[config.mk]
export PLATFORM = sky130hd
export DESIGN_NAME = prime_sweep_ctrl_flat
export DESIGN_NICKNAME = d
export VERILOG_FILES = /design/src/rtl/prime_pkg.sv /design/src/rtl/prime_sweep_ctrl_if.sv /design/src/rtl/is_prime.sv /design/src/rtl/prime_sweep_ctrl.sv /design/src/flat_wrapper.sv
export SDC_FILE = /design/constraint.sdc
export NUM_CORES = 2
export LEC_CHECK = 0
export BUFFER_PORTS_ARGS = -buffer_cell sky130_fd_sc_hd__buf_2
export CORE_ASPECT_RATIO = 1.75
export CORE_MARGIN = 2
export CORE_UTILIZATION = 50
export CTS_CLUSTER_DIAMETER = 150
export DETAILED_ROUTE_END_ITERATION = 12
export PLACE_DENSITY = 0.66
export SYNTH_ARGS = -nofsm -noshare
export SYNTH_HDL_FRONTEND = slang
export SYNTH_HIERARCHICAL = 1
export SYNTH_SLANG_ARGS = --single-unit
[constraint.sdc]
create_clock -name clk -period 101.3 [get_ports clk]
set_clock_uncertainty 0.05 [all_clocks]
set_input_delay 15.195 -clock clk [delete_from_list [all_inputs] [get_ports clk]]
set_output_delay 15.195 -clock clk [all_outputs]
set_load 0.05 [all_outputs]
[src/rtl/prime_pkg.sv]
// -----------------------------------------------------------------------------
// prime_pkg
// Shared definitions for the prime sweep controller:
//   - state_t : sweep sequencer state encoding
//   - DEF_W / DEF_SUM_W : default candidate and accumulator widths
// No ports (package).
// -----------------------------------------------------------------------------
package prime_pkg;

    typedef enum logic [2:0] {
        IDLE  = 3'd0,
        ISSUE = 3'd1,
        WAIT  = 3'd2,
        ACCUM = 3'd3,
        DONE  = 3'd4
    } state_t;

    localparam int DEF_W     = 32;
    localparam int DEF_SUM_W = 64;

endpackage

[src/rtl/prime_sweep_ctrl_if.sv]
// -----------------------------------------------------------------------------
// prime_sweep_ctrl_if
// Request/result bundle between a problem top (master) and the sweep
// controller (slave).
//   start       : request pulse (master -> slave)
//   limit, kth  : sweep bound and 1-based prime index, captured on accept
//   busy, done  : sweep in progress / results valid
//   prime_count, prime_sum, kth_prime, kth_found : sweep results
// -----------------------------------------------------------------------------
interface prime_sweep_ctrl_if #(
    parameter int W     = prime_pkg::DEF_W,
    parameter int SUM_W = prime_pkg::DEF_SUM_W
);
    logic             start;
    logic [W-1:0]     limit;
    logic [W-1:0]     kth;
    logic             busy;
    logic             done;
    logic [W-1:0]     prime_count;
    logic [SUM_W-1:0] prime_sum;
    logic [W-1:0]     kth_prime;
    logic             kth_found;

    modport master (
        output start, limit, kth,
        input  busy, done, prime_count, prime_sum, kth_prime, kth_found
    );

    modport slave (
        input  start, limit, kth,
        output busy, done, prime_count, prime_sum, kth_prime, kth_found
    );
endinterface

[src/rtl/is_prime.sv]
// -----------------------------------------------------------------------------
// is_prime
// Trial-division primality tester. A new test begins on each low-to-high edge
// of start; value is sampled on that edge. done drops on the edge and rises
// once result is valid, then holds until the next start edge.
// This block deliberately has no reset: every test is restarted from scratch
// by the start edge, so nothing stale can leak into a new result.
//   clk    : clock
//   start  : test request, edge-triggered
//   value  : candidate, sampled on the start edge
//   done   : result valid (level)
//   result : 1 when the candidate is prime
// -----------------------------------------------------------------------------
module is_prime #(
    parameter int W = prime_pkg::DEF_W
) (
    input  logic         clk,
    input  logic         start,
    input  logic [W-1:0] value,
    output logic         done,
    output logic         result
);
    logic [W-1:0]   n;
    logic [W-1:0]   d;
    logic           start_q;
    logic           active;
    logic [2*W-1:0] d_sq;

    assign d_sq = {{W{1'b0}}, d} * {{W{1'b0}}, d};

    // Divide by d = 2, 3, 4, ... until d*d exceeds n (prime) or d divides n.
    always_ff @(posedge clk) begin
        start_q <= start;
        if (start && !start_q) begin
            n      <= value;
            d      <= W'(2);
            done   <= 1'b0;
            result <= 1'b0;
            active <= 1'b1;
        end else if (active) begin
            if (n < W'(2)) begin
                done   <= 1'b1;
                result <= 1'b0;
                active <= 1'b0;
            end else if (d_sq > {{W{1'b0}}, n}) begin
                done   <= 1'b1;
                result <= 1'b1;
                active <= 1'b0;
            end else if ((n % d) == '0) begin
                done   <= 1'b1;
                result <= 1'b0;
                active <= 1'b0;
            end else begin
                d <= d + W'(1);
            end
        end
    end
endmodule

[src/rtl/prime_sweep_ctrl.sv]
// -----------------------------------------------------------------------------
// prime_sweep_ctrl
// Sweeps candidates 2..limit-1 through one is_prime tester and accumulates
// the prime count, the prime sum and (optionally) the K-th prime found.
//   clk   : system clock
//   rst_n : asynchronous active-low reset
//   bus   : prime_sweep_ctrl_if.slave (start/limit/kth in, results out)
// Build option: PRIME_SWEEP_ODD_SKIP_EN -- after candidate 2, only odd
// candidates are issued (3, 5, 7, ...). Results are unchanged.
// -----------------------------------------------------------------------------
module prime_sweep_ctrl
    import prime_pkg::*;
#(
    parameter int W     = DEF_W,
    parameter int SUM_W = DEF_SUM_W
) (
    input  logic              clk,
    input  logic              rst_n,
    prime_sweep_ctrl_if.slave bus
);
    state_t           state, state_next;
    logic [W-1:0]     cand, cand_d;
    logic [W-1:0]     lim, kth_q;
    logic [W:0]       cand_inc;
    logic [1:0]       step;
    logic [W-1:0]     count_inc;
    logic             accept;

    logic             busy_q, done_q, kth_found_q;
    logic [W-1:0]     count_q, kth_prime_q;
    logic [SUM_W-1:0] sum_q;

    logic             t_start;
    logic [W-1:0]     t_value;
    logic             t_done, t_result;

    is_prime #(.W(W)) u_tester (
        .clk    (clk),
        .start  (t_start),
        .value  (t_value),
        .done   (t_done),
        .result (t_result)
    );

    // Candidate stepping. The increment is one bit wider than cand so the
    // end-of-sweep compare works even when limit is the largest W-bit value.
    always_comb begin
`ifdef PRIME_SWEEP_ODD_SKIP_EN
        step = (cand == W'(2)) ? 2'd1 : 2'd2;
`else
        step = 2'd1;
`endif
        cand_inc  = {1'b0, cand} + (W+1)'(step);
        count_inc = count_q + W'(1);
    end

    // Next-state logic and the next candidate value.
    always_comb begin
        state_next = state;
        cand_d     = cand;
        accept     = 1'b0;
        case (state)
            IDLE, DONE: begin
                if (bus.start) begin
                    accept     = 1'b1;
                    cand_d     = W'(2);
                    state_next = (bus.limit <= W'(2)) ? DONE : ISSUE;
                end
            end
            ISSUE: state_next = WAIT;
            WAIT: begin
                if (t_done) begin
                    state_next = ACCUM;
                end
            end
            ACCUM: begin
                cand_d     = cand_inc[W-1:0];
                state_next = (cand_inc >= {1'b0, lim}) ? DONE : ISSUE;
            end
            default: state_next = IDLE;
        endcase
    end

    // State register.
    always_ff @(posedge clk or negedge rst_n) begin
        if (!rst_n) begin
            state <= IDLE;
        end else begin
            state <= state_next;
        end
    end

    // Datapath and registered outputs. The tester start is high only while in
    // ISSUE, so every candidate produces a fresh low-to-high edge, and the
    // tester done is first looked at one cycle after that edge.
    always_ff @(posedge clk or negedge rst_n) begin
        if (!rst_n) begin
            cand        <= '0;
            lim         <= '0;
            kth_q       <= '0;
            busy_q      <= 1'b0;
            done_q      <= 1'b0;
            count_q     <= '0;
            sum_q       <= '0;
            kth_prime_q <= '0;
            kth_found_q <= 1'b0;
            t_start     <= 1'b0;
            t_value     <= '0;
        end else begin
            cand    <= cand_d;
            busy_q  <= (state_next == ISSUE) || (state_next == WAIT) ||
                       (state_next == ACCUM);
            done_q  <= (state_next == DONE);
            t_start <= (state_next == ISSUE);
            if (state_next == ISSUE) begin
                t_value <= cand_d;
            end
            if (accept) begin
                lim         <= bus.limit;
                kth_q       <= bus.kth;
                count_q     <= '0;
                sum_q       <= '0;
                kth_prime_q <= '0;
                kth_found_q <= 1'b0;
            end else if (state == ACCUM && t_result) begin
                count_q <= count_inc;
                sum_q   <= sum_q + SUM_W'(cand);
                if (kth_q != '0 && count_inc == kth_q) begin
                    kth_prime_q <= cand;
                    kth_found_q <= 1'b1;
                end
            end
        end
    end

    assign bus.busy        = busy_q;
    assign bus.done        = done_q;
    assign bus.prime_count = count_q;
    assign bus.prime_sum   = sum_q;
    assign bus.kth_prime   = kth_prime_q;
    assign bus.kth_found   = kth_found_q;
endmodule
[src/flat_wrapper.sv]
// flat-port wrapper written by rule: the top's interface ports become plain ports
module prime_sweep_ctrl_flat import prime_pkg::*;
#(
    parameter int W     = DEF_W,
    parameter int SUM_W = DEF_SUM_W
)
  (clk, rst_n, bus_start, bus_limit, bus_kth, bus_busy, bus_done, bus_prime_count, bus_prime_sum, bus_kth_prime, bus_kth_found);
  prime_sweep_ctrl_if #(.W(W), .SUM_W(SUM_W)) bus_i ();
  input  logic clk;
  input  logic rst_n;
  input wire logic [$bits(bus_i.start)-1:0] bus_start;
  input wire logic [$bits(bus_i.limit)-1:0] bus_limit;
  input wire logic [$bits(bus_i.kth)-1:0] bus_kth;
  output wire logic [$bits(bus_i.busy)-1:0] bus_busy;
  output wire logic [$bits(bus_i.done)-1:0] bus_done;
  output wire logic [$bits(bus_i.prime_count)-1:0] bus_prime_count;
  output wire logic [$bits(bus_i.prime_sum)-1:0] bus_prime_sum;
  output wire logic [$bits(bus_i.kth_prime)-1:0] bus_kth_prime;
  output wire logic [$bits(bus_i.kth_found)-1:0] bus_kth_found;
  assign bus_i.start = bus_start;
  assign bus_i.limit = bus_limit;
  assign bus_i.kth = bus_kth;
  assign bus_busy = bus_i.busy;
  assign bus_done = bus_i.done;
  assign bus_prime_count = bus_i.prime_count;
  assign bus_prime_sum = bus_i.prime_sum;
  assign bus_kth_prime = bus_i.kth_prime;
  assign bus_kth_found = bus_i.kth_found;
  prime_sweep_ctrl #(.W(W), .SUM_W(SUM_W)) u_core (.clk(clk), .rst_n(rst_n), .bus(bus_i));
endmodule
; ---- After elaboration in Yosys (flattened, before gate mapping)
; Index checks and enable logic that the tools add are counted.
[totals]
reg_bits = 331
input_bits = 67
out_inout_bits = 131
wordCells = 85
[classes]
n_addsub = 4
n_mul = 1
div = 1
n_lt_le_gt_ge = 4
n_eq_ne = 9
muxes = 29
bitwise_logic = 3
n_reduce_logical = 16
[op_table]
columns = op, count
row1 = $mux 32, 6
row2 = $mux 64, 2
row3 = $add 32x1->32 const B, 2
row4 = $add 64x32->64, 1
row5 = $gt 64x32->1, 1
row6 = $mul 32x32->64, 1
row7 = $pmux 32 s2, 1
row8 = $add 32x1->33 const B, 1
row9 = $ge 33x32->1, 1
row10 = $eq 32x32->1, 1
row11 = $le 32x2->1 const B, 1
row12 = $logic_not 32->1, 1
row13 = $lt 32x2->1 const B, 1
row14 = $mod 32x32->32, 1
row15 = $reduce_bool 32->1, 1
row16 = $mux 1, 15
row17 = $eq 3x2->1 const B, 4
row18 = $mux 3, 4
row19 = $pmux 3 s4, 1
row20 = $eq 3x1->1 const B, 2
row21 = $eq 3x3->1 const B, 2
row22 = $reduce_and 2->1, 2
row23 = $reduce_and 4->1, 1
row24 = $reduce_bool 2->1, 2
row25 = other kinds (7), 12

; ---- Depth between registers and ports, before layout
[depth]
ltp_word = 7
depth_mapped = 336
depth_no_buf = 302

; ---- Hierarchy
; The synthesis kept the hierarchy.
[modules_own_cells]
columns = mod, instances, cells_per_inst, area_each_um2
row1 = is_prime, 1, 8482, 65151.2
row2 = prime_sweep_ctrl, 1, 1702, 15102.0

; ---- Least setup slack after synthesis
; No wires, ideal clock.
[synth_timing]
path_type = flip-flop to flip-flop
from = register u_core.u_tester.d[0]
to = register u_core.u_tester.d[1]
setup_ps = 143
arrival_time_ps = 73708
slack_ps = 27399
stages_incl_launch_ff = 305
n_path_buf = 61
synth_period_minus_slack_ps = 73901
path_cell_list = dfxtp_1 -> inv_1 -> buf_1 -> ha_1 -> and4_1 -> a21oi_1 -> ha_1 -> o21ai_0 -> a211oi_1 -> nand2_1 -> mux2_2 -> ha_1 -> o211ai_1 -> a21oi_1 -> o2111a_1 -> o22ai_1 -> ha_1 -> or3_1 -> (+269 left out) -> ha_1 -> a21o_1 -> a2111oi_0 -> o211ai_1 -> o21ai_0 -> o31ai_1 -> a21oi_1 -> o21bai_1 -> mux2_2 -> a2111oi_0 -> nand4_1 -> a211oi_1 -> nand4_1 -> or4_4 -> or3_1 -> clkbuf_1 -> a211oi_1 -> a41oi_1
[synth_via]
elab_chain_cells = 4
elab_cells_between_ends = 8
cone_classes = add/sub (1) / mul (1) / div (1) / order compare (1) / bitwise (2) / reduce/logical (2)
[synth_rtl]
columns = element, line_no
row1 = "start, declared", is_prime.sv:24  ; logic [W-1:0] d;
row2 = "start signal, assigned", is_prime.sv:54  ; d <= d + W'(1);
row3 = $mod 32x32->32 or $mul 32x32->64 (tied branches), "is_prime.sv:49, is_prime.sv:29"
row4 = $logic_not 32->1 or $gt 64x32->1 (tied branches), "is_prime.sv:49, is_prime.sv:45"
row5 = $not 1->1 (no line), -
row6 = $reduce_and 4->1 (no line), -
; Several ways; a longest one is shown, not always the timed one.
; A chain may end at the register's enable or synchronous reset.

; ---- Worst setup path after layout
[layout_timing]
from = register u_core.u_tester.d[30]
to = register u_core.u_tester.d[31]
; Same word-level chain as after synthesis.

==> results.toml <==
[detailed_routing]
drtIter0Drc = 7555
drt_first_pass_iters = 7
vias = 82906
ant_nets = 0
drc = 0
via_per_inst = 6.73
wirelength_mm = 389
routedWlPerCell_microns = 31.6

[logic_synthesis]
syn_nets = 11959
yosysWarningCount = 6
synth_edf_count = 32
ys.flop_type = "dfrtp_1"
async_reset_ff_share_pct = 79.5
ys_seq_area_share_pct = 10.3
syn_area_sq_um = 80300
synth.distinct_cells = 104
ys_ff_latch = 331
synthCells = 10184
synth_area_per_cell_sq_um = 7.88

[timing]
fmax_mhz = 10.5
max_slew.worst_pin.slew_ns = 1.51
maxSlewViolCount = 1
fin_crit_sh_pct = 93.9
finalSetupViolations = 0
hold_viol_final = 0
rsz0062_at_grt = "no"
tns_ns = 0
max_slew_margin_pct = -0.916
min_period_ns = 95.12

[clock_tree]
cts_setup_buffers = 0
cts_tree = "built"
numCtsBuffers = 31
htree_levels = 1
cts.sinks = 331
root_buffer = "clkbuf_16"
cts_buffer_depth = 3
path_clk_slew_ns = 0.09
holdBufCountCts = 0
cts_resized = 0
worstSkewPairLatency_ns = 0.68

[finish]
nNetsFinal = 11992
nFillCells = 15482
seq_area_sq_um = 8260
multiInputGateArea_sq_um = 66200
final_cell_mix = "nand2_1, inv_1, ha_1, nor2_1, fa_1"
utilization_pct = 53.4
layout-drive-gt1-share_pct = 7.09
layout_commonest_cell = "nand2_1"
syn2layout_area_growth_pct = 6.05

[place]
port_buffers = 197
post-dp-hpwl_mm = 307
routabilityCongestion = 1.12

[outcome]
status = "finished, violations left"
violations = "capacitance limit, slew limit"

[critical_path]
crit_arrival_ns = 95.66
cp_common_cell = "ha_1"
crit_type = "reg2reg"
cpMaxStageDelayCell = "o22ai_1"
crit_fanout = 38
start_kind = "register"
worst_ep_required_time_ns = 101.84
worst_setup_path_end_kind = "register"
slowest_delay_ns = 1.17

[die]
core.rowCount = 194
io_pins = 198
die_x_microns = 307
core-area_sq_um = 159000
dieArea_sq_um = 164000
die_h_microns = 534
start_util_pct = 50.3

[global_routing]
grt_first_pass_wirelength_mm = 567
antenna_found_initial = 43
track_usage_pct = 47.3
overflow = 0
grt_max_degree = 154
grt_pass1_vias = 86090

[hold_path]
hp-class = "reg2reg"

[flow_run]
maxCapViolCount = 2
-- cell families (layout without fill, tap and decap cells) --
logic type | count (synthesis) | in the layout | synth area share [%]
AND/OR/NAND/NOR | 3357 | 3357 | 19.4
AO/OA/AOI/OAI | 2486 | 2486 | 20.4
adder cells (fa/ha/maj) | 1708 | 1708 | 34.2
buffers and inverters | 1580 | 1637 | 7.47
XOR/XNOR | 562 | 562 | 6.13
flip-flops | 331 | 331 | 10.3
multiplexers | 160 | 160 | 2.11
other | 0 | 29 | 0
-- worst max-delay path, delay by kind of cell (launching register included) --
family          cells  cell delay, ns
compound gates    138           48.59
buf+inv            33            7.45
flops               1            0.58
mux                 5            2.33
fa+ha+maj          31           11.32
simple gates       78           24.21
-- final timing paths --
path,slack [ns],cells past startpoint,endpoint,from
hold / removal,0.40,0,u_core/u_tester/n[14],u_core/t_value[14]
setup reg to reg,6.18,285,u_core/u_tester/d[31],u_core/u_tester/d[30]
min in group asynchronous,14.61,1,u_core/bus.prime_sum[54],rst_n
setup / recovery,6.18,285,u_core/u_tester/d[31],u_core/u_tester/d[30]
hold reg to reg,0.40,0,u_core/u_tester/n[14],u_core/t_value[14]
max in group asynchronous,85.18,2,u_core/bus.prime_count[7],rst_n
-- sequential cells by signal (all words and copies together), names as in the netlist --
name / cells
u_core/u_tester/start_q: 1
u_core/bus.prime_sum: 64
u_core/u_tester/done: 1
u_core/bus.prime_count: 32
u_core/kth_q: 32
u_core/bus.busy: 1
u_core/u_tester/active: 1
u_core/lim: 32
u_core/t_start: 1
u_core/cand: 32
u_core/u_tester/result: 1
u_core/t_value: 32
u_core/u_tester/n: 32
u_core/u_tester/d: 32
u_core/bus.done: 1
u_core/bus.kth_found: 1
u_core/state: 3
u_core/bus.kth_prime: 32
-- per-stage QoR --
stage | worst slack [ns] | cells | cell area (sq um) | hold WS (ns)
5_1_grt | 2.85 | 12304 | 85000 | 0.402
3_5_place_dp | 11.60 | 12239 | 83900 | 0.379
3_3_place_gp | 12.58 | 12238 | 83900 | 0.376
2_1_floorplan | 27.40 | 10184 | 80300 | 0.298
4_1_cts | 11.26 | 12296 | 84900 | 0.401
6_report | 6.18 | 12328 | 85100 | 0.397
-- synth_stat cells, drive strengths merged (35+ instances only) --
cell type	number	share of area, %
nand2	1184	5.5
xor2	217	2.4
or3	85	0.66
a211oi	106	1.0
dfrtp	263	8.2
nand3	250	1.6
nor2b	50	0.39
a21oi	619	3.9
a21boi	37	0.35
dfxtp	36	0.90
fa	812	20
nor4	96	0.80
nor3	211	1.3
and2	65	0.51
mux2i	84	1.0
or4	50	0.48
clkbuf	310	1.4
inv	1176	5.5
nand2b	62	0.48
o211ai	110	1.0
mux2	76	1.1
buf	86	0.48
o22ai	40	0.31
o21ai	534	3.3
or2	80	0.62
ha	896	14
nor2	900	4.2
a31oi	101	0.79
a21o	233	2.2
o21a	130	1.2
o21bai	50	0.47
o31ai	72	0.69
xnor2	345	3.8
a211o	35	0.38
nand4	142	1.1
and3	79	0.62
-- routing by layer --
layer / global-route usage, % / wire, microns
met1: 45.0 / 118000
met4: 51.1 / 53100
met3: 13.6 / 35400
met2: 78.3 / 182000
met5: 0 / 173
-- final cells by class --
type | count | share of cell area (%)
timing repair buffer | 396 | 2.98
clock buffer | 40 | 0.998
sequential | 331 | 9.71
antenna | 29 | 0.0853
inverter | 1184 | 5.22
tap | 2058 | 3.03
multi-input combinational | 8273 | 77.7
clock inverter | 17 | 0.248
Power is not shown: default switching activity piles up to over one toggle a cycle in this logic, so the estimate is an artifact.
